[src/rtl/syndcnt_pkg.sv]
// rtl/syndcnt_pkg.sv - shared types, defaults and prescale helper for the interval timer
package syndcnt_pkg;

  localparam int W_DEF  = 8;
  localparam int PW_DEF = 2;

  typedef enum logic [1:0] {
    ST_IDLE  = 2'd0,
    ST_ARM   = 2'd1,
    ST_COUNT = 2'd2,
    ST_DONE  = 2'd3
  } state_e;

  // Prescaler compare value for a given select: 2**psel - 1
  function automatic int unsigned psel_limit(input int unsigned psel);
    return (32'd1 << psel) - 32'd1;
  endfunction

endpackage

[src/rtl/m_syndcnt_bit.sv]
// rtl/m_syndcnt_bit.sv - one toggle/clear cell of the synchronous down-counter chain
module m_syndcnt_bit (
  input  logic CLK,
  input  logic load,
  input  logic ld_d,
  input  logic borrow_in,
  input  logic en,
  output logic Q,
  output logic borrow_out
);

  logic q_q;

  // A bit toggles on a decrement only when every lower bit is zero
  always_ff @(posedge CLK) begin
    if (load) begin
      q_q <= ld_d;
    end else if (en && borrow_in) begin
      q_q <= ~q_q;
    end
  end

  assign Q          = q_q;
  assign borrow_out = borrow_in & ~q_q;

endmodule

[src/rtl/syndcnt_timer_ctrl.sv]
// rtl/syndcnt_timer_ctrl.sv - interval timer FSM, prescaler, reload and interrupt around the counter chain
module syndcnt_timer_ctrl
  import syndcnt_pkg::*;
#(
  parameter int W  = W_DEF,
  parameter int PW = PW_DEF
) (
  input  logic          CLK,
  input  logic          RESETL,
  input  logic          LD,
  input  logic [W-1:0]  DIN,
  input  logic          GO,
  input  logic          STOP,
  input  logic          MODE,
  input  logic [PW-1:0] PSEL,
  input  logic          IACK,
  output logic [W-1:0]  Q,
  output logic          RUN,
  output logic          TC,
  output logic          INTL
);

  localparam int PRW = (1 << PW) - 1;

  state_e         state_q, state_d;
  logic [W-1:0]   reload_q, reload_d;
  logic [PRW-1:0] pre_q, pre_d;
  logic           tc_q, tc_d;
  logic           intl_q, intl_d;

  logic [W-1:0]   cnt;
  logic [W:0]     borrow;
  logic           cnt_load, cnt_en;
  logic [W-1:0]   cnt_ld_val;
  logic [PRW-1:0] limit;
  logic           tick, wrap, cnt_zero;

  assign limit = PRW'(psel_limit(32'(PSEL)));
  assign tick  = (pre_q == limit);
  assign wrap  = (pre_q >= limit);
  // The borrow out of the top cell is high exactly when the whole counter is zero
  assign cnt_zero = borrow[W];

  always_comb begin
    state_d    = state_q;
    pre_d      = pre_q;
    reload_d   = LD ? DIN : reload_q;
    tc_d       = 1'b0;
    intl_d     = IACK ? 1'b1 : intl_q;
    cnt_load   = 1'b0;
    cnt_en     = 1'b0;
    cnt_ld_val = reload_q;
    if (!RESETL) begin
      cnt_load   = 1'b1;
      cnt_ld_val = '0;
    end else if (STOP) begin
      state_d = ST_IDLE;
    end else if (GO && (state_q != ST_ARM)) begin
      state_d = ST_ARM;
    end else begin
      case (state_q)
        ST_ARM: begin
          state_d  = ST_COUNT;
          pre_d    = '0;
          cnt_load = 1'b1;
        end
        ST_COUNT: begin
          pre_d = wrap ? '0 : pre_q + 1'b1;
          if (tick) begin
            if (!cnt_zero) begin
              cnt_en = 1'b1;
            end else begin
              tc_d   = 1'b1;
              intl_d = 1'b0;
              if (MODE) cnt_load = 1'b1;
              else      state_d  = ST_DONE;
            end
          end
        end
        default: ;
      endcase
    end
  end

  always_ff @(posedge CLK) begin
    if (!RESETL) begin
      state_q  <= ST_IDLE;
      reload_q <= '0;
      pre_q    <= '0;
      tc_q     <= 1'b0;
      intl_q   <= 1'b1;
    end else begin
      state_q  <= state_d;
      reload_q <= reload_d;
      pre_q    <= pre_d;
      tc_q     <= tc_d;
      intl_q   <= intl_d;
    end
  end

  assign borrow[0] = 1'b1;

  for (genvar i = 0; i < W; i++) begin : g_cell
    m_syndcnt_bit u_bit (
      .CLK        (CLK),
      .load       (cnt_load),
      .ld_d       (cnt_ld_val[i]),
      .borrow_in  (borrow[i]),
      .en         (cnt_en),
      .Q          (cnt[i]),
      .borrow_out (borrow[i+1])
    );
  end

  assign Q    = cnt;
  assign RUN  = (state_q == ST_COUNT);
  assign TC   = tc_q;
  assign INTL = intl_q;

endmodule

[config.mk]
export PLATFORM = sky130hd
export DESIGN_NAME = syndcnt_timer_ctrl
export DESIGN_NICKNAME = d
export VERILOG_FILES = /design/src/rtl/syndcnt_pkg.sv /design/src/rtl/m_syndcnt_bit.sv /design/src/rtl/syndcnt_timer_ctrl.sv
export SDC_FILE = /design/constraint.sdc
export NUM_CORES = 1
export LEC_CHECK = 0
export ABC_AREA = 1
export CAP_MARGIN = 25
export CORE_AREA = 2 2 56 58
export CTS_CLUSTER_SIZE = 16
export DETAILED_ROUTE_END_ITERATION = 7
export DIE_AREA = 0 0 58 60
export GPL_TIMING_DRIVEN = 0
export HOLD_SLACK_MARGIN = 0.1
export PLACE_DENSITY = 0.82
export SKIP_CTS_REPAIR_TIMING = 1
export SYNTH_ARGS = -nofsm -noshare
export SYNTH_HDL_FRONTEND = slang
export SYNTH_SLANG_ARGS = --single-unit
[constraint.sdc]
create_clock -name CLK -period 2.31 [get_ports CLK]
set_input_delay 0.3465 -clock CLK [delete_from_list [all_inputs] [get_ports CLK]]
set_output_delay 0.3465 -clock CLK [all_outputs]
set_load 0.01 [all_outputs]
==> reports/results.tsv <==
metric	value	unit
status	completed	
final hold vios	0	
Sink Count	23	
reg-to-reg slack, setup	0.42	ns
post-synthesis simple-gate area fraction	0.3226	
Static Leak	0.0007649	uW
area share of fa/ha/maj cells after synthesis	0.05391	
Final Cycle Share	0.9536	
clk_lat worst skew	0.31	ns
Fmax achieved	453.9	MHz
Hold Slack	0.2771	ns
Critical Path RT	2.34	ns
XOR/XNOR share of the synthesized area	0	
maxcap violations	0	
pre-CTS WS	-0.3283	ns
placer congestion estimate	0.8689	
CTS tree	yes	
most frequent cells in the layout	26 x clkdlybuf4s50_1, 24 x nand2_1, 23 x nor2_1	
drt first pass iters	5	
Clk pwr share	0.239	
core area	2903	um^2
crit path launch	PSEL[1]	
vias in the first global route	1071	
fill count	255	
top_reg_cell synth	dfxtp_1	
Tot Pwr	804.6	uW
Final Instance Count excl. Fillers	239	
ANT cells	0	
first-pass GRT wire length	4533	um
largest family of logic cells by synthesized area	simple AND/OR/NAND/NOR gates	
Die Wd	58	um
number of placed I/O pins	28	
reg2reg path depth	11	
r2r endpoint	g_cell[4].u_bit.Q	
initial DRC count	42	
Peak VDD IR	0.4225	mV
Clock Path Buffers	2	
# setup viols final	0	
Starting Density	0.4797	
Hold Crit Class	in2reg	
Critical R2R Launch	pre_q[0]	
PortBufs	26	
skew final	0.004784	ns
Post-route DRC	0	
Post-Syn Area	1393	um^2
sequential area share after synthesis	0.3881	
Final nets	230	
Seq pwr share	0.564	
vias per cell	5.134	
largest net degree at the start of global routing	13	
Switching Power	213.2	uW
Final ANT Viol Nets	0	
placed cells	233	
multi-input logic area	656.9	um^2
Seq cells post-synth	23	
Async S/R FF share, synth	0	
Slew HR	0.7454	
Max FO, Critical Path	10	
top-area cell type share of the netlist area	0.2156	
All-Layer GR Usage	0.1661	
cell taking the most area after synthesis	dfxtp_1	
Area Overhead vs Synth	24.98	%
die area	3480	um^2
crit end category	register	
Unique masters post-synth	28	
Final Worst Setup Slack	0.1071	ns
Post-synth EDFFs	8	
cells after synthesis	174	
die height	60	um
switching share of total power	0.2649	
H-tree level count	1	
commonest non-fill, non-tap cell in the layout	clkdlybuf4s50_1	
Mapped Nets	197	
Reg area	540.5	um^2
via count	1227	
final wirelength	2692	um
pwr/cell area	462.3	nW/um^2
yosys warns	0	
antenna violations before repair	0	
routed len/inst	11.26	um
Synth Area in Compound Gates	0.09164	
Avg Cell Area, Syn	8.003	um^2
Gate power share	0.197	
type of origin of the critical path	primary input	
end point of the critical path	g_cell[4].u_bit.Q	
CP arrival	2.23	ns
Std-Cell Rows	20	
Clock Tree Root	clkbuf_4	
largest cells by area after synthesis	dfxtp_1 22%, edfxtp_1 17%, nor2_1 6.7%	
HPWL Detailed	2039	um
Final Max Slew Viols	0	
fin crit period	2.203	ns
GRT overflow	0	
Inserted Clock Buffers	3	
internal cell power	591.5	uW
Tightest Pin Transition	0.3819	ns
Crit Path Category	in2reg	
post-synthesis mux area share	0	
CTS clk-pin slew, worst paths	0.13	ns
share of layout cells above drive strength 1	0.1553	
power by group through the flow:
stage	Sequential [uW]	Combinational, uW	Clock (uW)
floorplan	460	93.3	0
global placement	462	151	0
detailed placement	463	154	0
CTS	454	155	194
global route	457	176	203
finish	454	158	193
metrics by stage:
step | util | setup TNS (ns) | area [um^2]
floorplan | - | 0 | 1393
global placement | 0.5836 | -3.710 | 1694
detailed placement | 0.5836 | -3.823 | 1694
CTS | 0.5927 | 0 | 1720
global route | 0.5996 | -0.001524 | 1740
finish | 0.5996 | 0 | 1740
synth_stat cells, types with 2 or more instances:
cell type and n:
edfxtp_1 8, buf_6 4, buf_4 8, nand3_1 17, nand4_1 8, nor2_1 25, nor2_4 2, a21oi_1 6
dfxtp_1 15, o211ai_1 3, nand2_4 2, nand2_1 24, nand3b_1 2, inv_1 22, o21ai_0 9, ha_1 6
nand3_2 2
critical path: stages:
cell and delay [ns]:
clkdlybuf4s50_1 0.43, or2_2 0.30, ha_1 0.27, inv_1 0.05, nor2_2 0.10, inv_2 0.06
nor2_2 0.09, nand4_2 0.13, nand2_4 0.11, nand2_4 0.08, buf_6 0.15, o211ai_1 0.10
routing by layer:
| metal | wire length [um] | global-route usage |
|---|---|---|
| met1 | 1283 | 0.2355 |
| met2 | 1279 | 0.2614 |
| met3 | 87 | 0.01299 |
| met4 | 42 | 0.06977 |
| met5 | 0 | 0 |
cells by family (layout without fill, tap and decap cells):
| family | count (synthesis) | after routing |
|---|---|---|
| buffers and inverters | 37 | 69 |
| flip-flops | 23 | 23 |
| AND/OR/NAND/NOR | 86 | 86 |
| AO/OA/AOI/OAI | 22 | 22 |
| adder cells (fa/ha/maj) | 6 | 6 |
registers in the layout, indices dropped and copies added (netlist names):
register        flops
INTL                1
TC                  1
g_cell.u_bit.Q      8
pre_q               3
reload_q            8
state_q             2
area by class of cell:
type | count | area share
buffer | 14 | 0.06542
clock buffer | 4 | 0.01510
inverter | 23 | 0.04960
multi-input combinational | 114 | 0.3774
sequential | 23 | 0.3106
tap | 33 | 0.02372
timing repair buffer | 28 | 0.1582
worst min-delay path by stage:
| stage | startpoint | end | cells after the start |
|---|---|---|---|
| floorplan | pre_q[2] | pre_q[2] | 1 |
| global placement | INTL | INTL | 2 |
| detailed placement | INTL | INTL | 2 |
| CTS | RESETL | pre_q[2] | 3 |
| global route | RESETL | pre_q[2] | 3 |
| finish | RESETL | pre_q[2] | 3 |
Note: power is estimated with default switching activity, not from simulation.
